$ cat config.mk
export PLATFORM = sky130hd
export DESIGN_NAME = trap_controller
export DESIGN_NICKNAME = d
export VERILOG_FILES = /design/src/rtl/trap_pkg.sv /design/src/rtl/trap_prio_enc.sv /design/src/rtl/trap_controller.sv
export SDC_FILE = /design/constraint.sdc
export NUM_CORES = 1
export LEC_CHECK = 0
export ABC_AREA = 1
export CAP_MARGIN = 20
export CORE_MARGIN = 5
export CORE_UTILIZATION = 41
export DETAILED_ROUTE_END_ITERATION = 10
export PLACE_DENSITY = 0.81
export REMOVE_ABC_BUFFERS = 1
export SLEW_MARGIN = 20
export SYNTH_ARGS = -nofsm -noshare
export SYNTH_HDL_FRONTEND = slang
export SYNTH_SLANG_ARGS = --single-unit
$ cat constraint.sdc
create_clock -name i_clk -period 2.6 [get_ports i_clk]
set_clock_uncertainty 0.15 [all_clocks]
set_input_delay 0.39 -clock i_clk [delete_from_list [all_inputs] [get_ports i_clk]]
set_output_delay 0.39 -clock i_clk [all_outputs]
set_load 0.1 [all_outputs]
$ cat src/rtl/trap_pkg.sv
// rtl/trap_pkg.sv - CSR addresses, cause codes, mstatus fields and FSM states for the trap sequencer
package trap_pkg;

   // Machine-mode CSR addresses
   localparam logic [11:0] CSR_MSTATUS = 12'h300;
   localparam logic [11:0] CSR_MIE     = 12'h304;
   localparam logic [11:0] CSR_MTVEC   = 12'h305;
   localparam logic [11:0] CSR_MEPC    = 12'h341;
   localparam logic [11:0] CSR_MCAUSE  = 12'h342;
   localparam logic [11:0] CSR_MIP     = 12'h344;

   // mcause encodings; bit 31 marks an interrupt
   localparam logic [31:0] CAUSE_MEI     = 32'h8000_000B;
   localparam logic [31:0] CAUSE_MSI     = 32'h8000_0003;
   localparam logic [31:0] CAUSE_MTI     = 32'h8000_0007;
   localparam logic [31:0] CAUSE_ILLEGAL = 32'h0000_0002;
   localparam logic [31:0] CAUSE_ECALL   = 32'h0000_000B;

   // mstatus field positions
   localparam int MIE_BIT  = 3;
   localparam int MPIE_BIT = 7;
   localparam int MPP_LO   = 11;
   localparam int MPP_HI   = 12;

   // mip / mie bit positions of the three interrupt lines
   localparam int MSIP_BIT = 3;
   localparam int MTIP_BIT = 7;
   localparam int MEIP_BIT = 11;

   typedef enum logic [2:0] {
      ST_IDLE,
      ST_T_EPC,
      ST_T_CAUSE,
      ST_T_STAT,
      ST_REDIR,
      ST_R_EPC,
      ST_R_STAT
   } state_t;

endpackage

$ cat src/rtl/trap_prio_enc.sv
// rtl/trap_prio_enc.sv - ranks interrupts and synchronous exceptions into take/is_irq/cause
module trap_prio_enc
   import trap_pkg::*;
#(
   parameter int XLEN = 32
) (
   input  logic            i_valid,
   input  logic            i_mstatus_mie,
   input  logic            i_any_pend,
   input  logic            i_meip_pend,
   input  logic            i_msip_pend,
   input  logic            i_mtip_pend,
   input  logic            i_illegal,
   input  logic            i_ecall,
   output logic            o_take,
   output logic            o_is_irq,
   output logic [XLEN-1:0] o_cause
);

   // Interrupts beat exceptions; among interrupts external > software > timer
   always_comb begin
      o_take   = 1'b0;
      o_is_irq = 1'b0;
      o_cause  = '0;
      if (i_valid) begin
         if (i_mstatus_mie && i_any_pend) begin
            o_take   = 1'b1;
            o_is_irq = 1'b1;
            if (i_meip_pend)      o_cause = XLEN'(CAUSE_MEI);
            else if (i_msip_pend) o_cause = XLEN'(CAUSE_MSI);
            else                  o_cause = XLEN'(CAUSE_MTI);
         end else if (i_illegal) begin
            o_take  = 1'b1;
            o_cause = XLEN'(CAUSE_ILLEGAL);
         end else if (i_ecall) begin
            o_take  = 1'b1;
            o_cause = XLEN'(CAUSE_ECALL);
         end
      end
   end

endmodule

$ cat src/rtl/trap_controller.sv
// rtl/trap_controller.sv - machine-mode trap entry / MRET sequencer driving the CSR file
module trap_controller
   import trap_pkg::*;
#(
   parameter int XLEN   = 32,
   parameter int CSR_AW = 12
) (
   input  logic              i_clk,
   input  logic              i_rst,
   input  logic              i_instr_valid,
   input  logic [XLEN-1:0]   i_pc,
   input  logic              i_illegal_instr,
   input  logic              i_ecall,
   input  logic              i_mret,
   input  logic              i_msip,
   input  logic              i_mtip,
   input  logic              i_meip,
   input  logic              i_mstatus_mie,
   input  logic [XLEN-1:0]   i_mie,
   output logic [XLEN-1:0]   o_mip,
   output logic [CSR_AW-1:0] o_csr_raddr,
   input  logic [XLEN-1:0]   i_csr_rdata,
   output logic              o_csr_we,
   output logic [CSR_AW-1:0] o_csr_waddr,
   output logic [XLEN-1:0]   o_csr_wdata,
   output logic              o_stall,
   output logic              o_redirect_valid,
   output logic [XLEN-1:0]   o_redirect_pc,
   output logic              o_busy
);

   state_t            r_state;
   state_t            w_state_nxt;
   logic [XLEN-1:0]   r_epc;
   logic [XLEN-1:0]   r_cause;
   logic              r_is_irq;
   logic [XLEN-1:0]   r_target;

   logic [XLEN-1:0]   w_pend;
   logic              w_take;
   logic              w_is_irq;
   logic [XLEN-1:0]   w_cause;
   logic              w_latch_trap;
   logic              w_latch_tgt;
   logic [XLEN-1:0]   w_tgt;
   logic [XLEN-1:0]   w_base;
   logic              w_we;
   logic              w_redir;

   // Pending lines straight from the wires; not touched by reset
   always_comb begin
      o_mip           = '0;
      o_mip[MSIP_BIT] = i_msip;
      o_mip[MTIP_BIT] = i_mtip;
      o_mip[MEIP_BIT] = i_meip;
   end

   assign w_pend = i_mie & o_mip;
   assign w_base = {i_csr_rdata[XLEN-1:2], 2'b00};

   trap_prio_enc #(.XLEN(XLEN)) u_prio (
      .i_valid       (i_instr_valid),
      .i_mstatus_mie (i_mstatus_mie),
      .i_any_pend    (|w_pend),
      .i_meip_pend   (w_pend[MEIP_BIT]),
      .i_msip_pend   (w_pend[MSIP_BIT]),
      .i_mtip_pend   (w_pend[MTIP_BIT]),
      .i_illegal     (i_illegal_instr),
      .i_ecall       (i_ecall),
      .o_take        (w_take),
      .o_is_irq      (w_is_irq),
      .o_cause       (w_cause)
   );

   // State register and the epc/cause/target latches
   always_ff @(posedge i_clk) begin
      if (i_rst) begin
         r_state  <= ST_IDLE;
         r_epc    <= '0;
         r_cause  <= '0;
         r_is_irq <= 1'b0;
         r_target <= '0;
      end else begin
         r_state <= w_state_nxt;
         if (w_latch_trap) begin
            r_epc    <= i_pc;
            r_cause  <= w_cause;
            r_is_irq <= w_is_irq;
         end
         if (w_latch_tgt) r_target <= w_tgt;
      end
   end

   // Next state plus the per-state CSR access pattern, one write per state at most
   always_comb begin
      w_state_nxt   = r_state;
      w_latch_trap  = 1'b0;
      w_latch_tgt   = 1'b0;
      w_tgt         = '0;
      w_we          = 1'b0;
      w_redir       = 1'b0;
      o_stall       = 1'b1;
      o_csr_raddr   = '0;
      o_csr_waddr   = '0;
      o_csr_wdata   = '0;
      o_redirect_pc = '0;
      case (r_state)
         ST_IDLE: begin
            o_stall = 1'b0;
            if (w_take) begin
               o_stall      = 1'b1;
               w_latch_trap = 1'b1;
               w_state_nxt  = ST_T_EPC;
            end else if (i_instr_valid && i_mret) begin
               o_stall     = 1'b1;
               w_state_nxt = ST_R_EPC;
            end
         end
         ST_T_EPC: begin
            w_we        = 1'b1;
            o_csr_waddr = CSR_AW'(CSR_MEPC);
            o_csr_wdata = r_epc;
            o_csr_raddr = CSR_AW'(CSR_MTVEC);
            w_latch_tgt = 1'b1;
            if (i_csr_rdata[1:0] == 2'b01 && r_is_irq)
               w_tgt = w_base + {r_cause[XLEN-3:0], 2'b00};
            else
               w_tgt = w_base;
            w_state_nxt = ST_T_CAUSE;
         end
         ST_T_CAUSE: begin
            w_we        = 1'b1;
            o_csr_waddr = CSR_AW'(CSR_MCAUSE);
            o_csr_wdata = r_cause;
            w_state_nxt = ST_T_STAT;
         end
         ST_T_STAT: begin
            o_csr_raddr                 = CSR_AW'(CSR_MSTATUS);
            w_we                        = 1'b1;
            o_csr_waddr                 = CSR_AW'(CSR_MSTATUS);
            o_csr_wdata                 = i_csr_rdata;
            o_csr_wdata[MPIE_BIT]       = i_csr_rdata[MIE_BIT];
            o_csr_wdata[MIE_BIT]        = 1'b0;
            o_csr_wdata[MPP_HI:MPP_LO]  = 2'b11;
            w_state_nxt                 = ST_REDIR;
         end
         ST_R_EPC: begin
            o_csr_raddr = CSR_AW'(CSR_MEPC);
            w_latch_tgt = 1'b1;
            w_tgt       = w_base;
            w_state_nxt = ST_R_STAT;
         end
         ST_R_STAT: begin
            o_csr_raddr           = CSR_AW'(CSR_MSTATUS);
            w_we                  = 1'b1;
            o_csr_waddr           = CSR_AW'(CSR_MSTATUS);
            o_csr_wdata           = i_csr_rdata;
            o_csr_wdata[MIE_BIT]  = i_csr_rdata[MPIE_BIT];
            o_csr_wdata[MPIE_BIT] = 1'b1;
            w_state_nxt           = ST_REDIR;
         end
         ST_REDIR: begin
            w_redir       = 1'b1;
            o_redirect_pc = r_target;
            w_state_nxt   = ST_IDLE;
         end
         default: begin
            w_state_nxt = ST_IDLE;
         end
      endcase
   end

   // A reset landing mid-sequence must not let the pending write or redirect escape
   assign o_csr_we         = w_we & ~i_rst;
   assign o_redirect_valid = w_redir & ~i_rst;
   assign o_busy           = (r_state != ST_IDLE);

endmodule

======== Yosys cells after proc, flatten, opt, wreduce, memory -nomap -nowiden ========
Cells that the tools add are included.
cells by class
  multiplexer cells ....................... 29
  bitwise gates (word level) .............. 4
  add/subtract/negate cells ............... 1
  reductions and logical operators ........ 9
  equal/unequal tests ..................... 8
operator list
  operator                                                               count
  32-bit 2-to-1 mux                                                      6
  32-bit one-hot mux with 4 select lines                                 1
  32-bit one-hot mux with 2 select lines                                 1
  10-bit one-hot mux with 3 select lines                                 2
  32-bit adder                                                           1
  32-bit by 12-bit bitwise AND with 32-bit output                        1
  32-bit OR reduction                                                    1
  3-bit one-hot mux with 5 select lines                                  1
  1-bit 2-to-1 mux                                                       14
  3-bit equality test, second input constant                             3
  3-bit 2-to-1 mux                                                       3
  3-bit by 2-bit equality test with 1-bit output, second input constant  2
  4-bit 2-to-1 mux                                                       1
  2-bit OR reduction                                                     2
  4-bit OR reduction                                                     1
  3-bit by 1-bit equality test with 1-bit output, second input constant  1
  1-bit logical AND                                                      3
  3-bit zero test                                                        1
  3-bit by 2-bit != test with 1-bit output, second input constant        1
  3-bit nonzero test                                                     1
  1-bit bitwise AND                                                      2
  2-bit by 1-bit equality test with 1-bit output, second input constant  1
  1-bit inverter                                                         1
storage, ports and cells
  logic and storage cells ................. 56
  bits of input ports ..................... 106
  flip-flop bits (word level) ............. 100
  output and inout port bits .............. 124

======== Logic depth before layout (Yosys ltp) ========
  depth in word-level cells ............... 7
  depth in mapped cells ................... 12
  depth with buffers taken out ............ 12

======== Cells and area by module ========
Synthesis repeated with hierarchy kept, for this count alone.
unflattened totals
  cell total of the unflattened synthesis .. 1236
  area, all modules ....................... 7621.1 um^2
by module, submodules not included
  module           area an instance (um^2)  instances  cells an instance
  trap_controller  7344.5                   1          1195
  trap_prio_enc    276.5                    1          41

======== Worst setup path before layout ========
No wires, ideal clock.
  path kind ............................... reg-to-output
  from .................................... register r_state[1]
  to ...................................... output port o_csr_wdata[1]
  stages on the path, launching flop included .. 5
  setup slack ............................. -1.695 ns
  arrival ................................. 3.755 ns
  cell sequence ........................... dfxtp_1 > nand2_1 > nor2_1 > inv_1 > o221ai_1
between the ends
  longest elaborated chain between the ends .. 2
  elaborated cells between the ends (all ways) .. 5
  classes of those cells .................. eq/ne: 4; mux: 1
RTL lines
  element                                      RTL line                text
  start, declared                              trap_controller.sv:32   state_t r_state;
  start signal, assigned                       trap_controller.sv:84   r_state <= w_state_nxt;
  3-bit equality test (tied with other cells)  trap_controller.sv:107  case (r_state)
  32-bit one-hot mux with 4 select lines (*)   trap_controller.sv:107
  end, declared                                trap_controller.sv:25   output logic [XLEN-1:0] o_csr_wdata,
Mark *: on every way between the ends. The rest lies on a longest branch, timed or not.

======== Worst setup path after layout ========
  from .................................... register r_state[0]
  to ...................................... output port o_csr_wdata[19]
The elaborated chain is that of the path after synthesis.

==> results by group <==
STA
  • Final Setup Violations: 0
  • Final min period: 2.465 ns
  • Final Hold Vio Count: 0
  • RSZ-0062 raised after global routing: false
  • Fmax: 405.7 MHz
  • Setup_tns: 0 ns
  • Final worst path period share: 94.80%
  • Final worst slack: 0.1352 ns
  • Slew Limit Fails: 0

Yosys
  • Async set-or-reset flop fraction in the synthesized netlist: 0%
  • Count leader, synth: inv_1
  • Top_reg_cell synth: dfxtp_1
  • Largest cells by area after synthesis: dfxtp_1 (30%), inv_1 (9.5%), nand2_1 (9.2%), buf_4 (8.1%), a21oi_1 (7.4%)
  • Synth warn: 0
  • Netlist cell types: 38
  • Top-area cell type share of the netlist area: 29.72%
  • Post-Syn Area: 4715 µm²
  • Post-synthesis register bit count: 70
  • Avg Cell Area, Syn: 6.503 µm²
  • Post-synthesis sequential area ratio: 29.72%
  • Synth Instances: 725
  • Post-synth EDFFs: 0
  • Most common library cells after synthesis: inv_1 (119), nand2_1 (115), nor2_1 (72)
  • Synth area leader: dfxtp_1

Routing
  • Vias/cell: 4.956
  • First-pass detailed-route iteration total: 5
  • Iter 0 DRT Violations: 250
  • Total Wirelength: 15.30 mm
  • DR vias: 5,045
  • Drt drc: 0
  • Routed len/inst: 15.03 µm
  • Number of routed nets with antenna violations: 0

Die
  • Initial core utilization: 41.64%
  • Die H: 117.2 µm
  • Die W: 117.2 µm
  • I/O pin count: 230
  • Die area: 13,740 µm²
  • Core footprint: 11,320 µm²
  • Row Count: 39

Run
  • Max cap viols: 0

Placement
  • # port buffers: 155
  • Dpl hpwl: 11.88 mm
  • GP Congestion: 0.9118
  • Placed Cells: 1,005
  • Place WS: -0.05925 ns

Setup path
  • Max stage delay on crit path: 0.36 ns
  • Worst setup EP type: output pin
  • Critical Path Fanout Max: 9
  • Crit Path Category: reg2out
  • CP required: 2.06 ns
  • Max stage delay cell, worst path: dfxtp_1
  • CP Cell Sequence: inv_2, nor2_1, inv_1, nor2_1, nor2_2, inv_2, nand2_1, o21ai_0, buf_12
  • WP data arrival: 1.92 ns
  • Startpoint Class: flop

Finish
  • Post-route insts no fill: 1,018
  • Ratio of cells with drive above 1 in the final layout: 17.14%
  • Synthesis-to-layout area growth: 53.61%
  • Ant diodes: 0
  • Final net count: 984

Power and ir drop
  • Final Power: 5.669 mW
  • Power Density: 782.8 nW/µm²
  • Peak supply drop: 0.7301 mV
  • LEAKAGE: 3.076 nW

Clock tree
  • Max Buffers Root-to-Sink: 2
  • Clock slew at reported path FFs: 0.05 ns
  • CTS root buffer: clkbuf_16
  • CTS H-Tree Depth: 3
  • CTS Buf Count: 9
  • CTS tree: built
  • Hold Buf Count CTS: 0
  • Clock latency on the worst-skew pair: 0.34 ns
  • Postcts setup bufs: 0
  • Clock Sinks: 70

Global routing
  • Pin count of the biggest net entering global routing: 70
  • First-pass GRT wire length: 23.59 mm
  • Global-route usage over all layers: 22.10%
  • Initial antenna violation count: 0
  • Vias in the first global route: 4,797
  • GRT Residual Overflow: 0

Outcome
  • Status: complete, no violations

Min path
  • Hold crit path type: reg2reg
==> layout by cell type (no fill, tap or decap), types with 2 or more instances in the layout <==
cell and instances:
inv_1 119, nand2_1 115, buf_12 77, clkdlybuf4s50_1 76, nor2_1 71, a21oi_1 70
dfxtp_1 69, o21ai_0 61, conb_1 45, nand3_1 30, buf_4 20, o22ai_1 18
nand4_1 11, inv_2 9, nor2_4 9, o21ai_1 9, clkbuf_16 9, o221ai_1 6
nand2_2 6, xor2_1 6, nor2_2 4, nand3_2 4, a31oi_1 4, ha_1 4
o211ai_1 3, nand2_4 2, nor3_1 2, xnor2_1 2, clkinv_2 2, clkbuf_8 2
==> kinds of logic (layout without fill, tap and decap cells) <==
kind of cell | count (synthesis) | in the layout | share of synthesized area, %
adder cells (fa/ha/maj) | 5 | 5 | 1.486
XOR/XNOR | 8 | 8 | 1.486
other | 1 | 45 | 0.07954
buffers and inverters | 209 | 315 | 21.74
AND/OR/NAND/NOR | 259 | 259 | 25.77
flip-flops | 70 | 70 | 29.72
AO/OA/AOI/OAI | 173 | 173 | 19.72
==> layer usage <==
metal  routed length (µm)  GRT usage (%)
met5                    0              0
met1                 6236          26.64
met3                 1349          5.501
met4                  304          8.180
met2                 7411          37.93
==> worst max-delay path, delay by kind of cell (launching register included) <==
family | cells | cell delay (ns)
buffers and inverters | 4 | 0.59
AO/OA/AOI/OAI | 1 | 0.16
AND/OR/NAND/NOR | 4 | 0.47
flip-flops | 1 | 0.36
==> where the power goes <==
group	total (mW)	switching (mW)	internal [mW]
registers	1.37	0.0854	1.28
logic	3.19	2.26	0.928
clock network	1.12	0.439	0.677
==> final timing paths <==
path	startpoint	end	slack, ns	cells past startpoint
max	r_state[0]$_SDFFE_PP0P_	o_csr_wdata[19]	0.14	9
min	r_epc[10]$_SDFFE_PP0P_	r_epc[10]$_SDFFE_PP0P_	0.30	2
max reg2reg	r_cause[0]$_SDFFE_PP0P_	r_target[28]$_SDFFE_PP0P_	0.42	12
min reg2reg	r_epc[10]$_SDFFE_PP0P_	r_epc[10]$_SDFFE_PP0P_	0.30	2
==> final cells by class <==
| cell class | instances | area [µm²] |
|---|---|---|
| tap | 143 | 178.9 |
| multi-input combinational | 490 | 2456 |
| clock inverter | 2 | 10.01 |
| sequential | 70 | 1403 |
| fill | 993 | 4079 |
| clock buffer | 11 | 252.7 |
| inverter | 129 | 489.2 |
| timing repair buffer | 173 | 2452 |
==> repair_timing <==
item / CTS / global route
setup endpoints to repair: 0 / 13
hold endpoints to repair: 0 / 0
gates resized for setup: 0 / 1
==> through the flow <==
step / util, % / instance area, µm² / hold slack, ns
detailed placement: 61.64 / 6978 / 0.2928
floorplan: - / 4344 / 0.2766
global route: 63.97 / 7242 / 0.3225
global placement: 61.64 / 6978 / 0.2818
CTS: 63.96 / 7241 / 0.3007
finish: 63.97 / 7242 / 0.3001
==> state kept, by name, indices dropped and copies added, names as in the netlist <==
signal	count
r_epc	32
r_target	30
r_cause	4
r_state	3
r_is_irq	1
No activity file was read; power rests on OpenSTA's default activity.
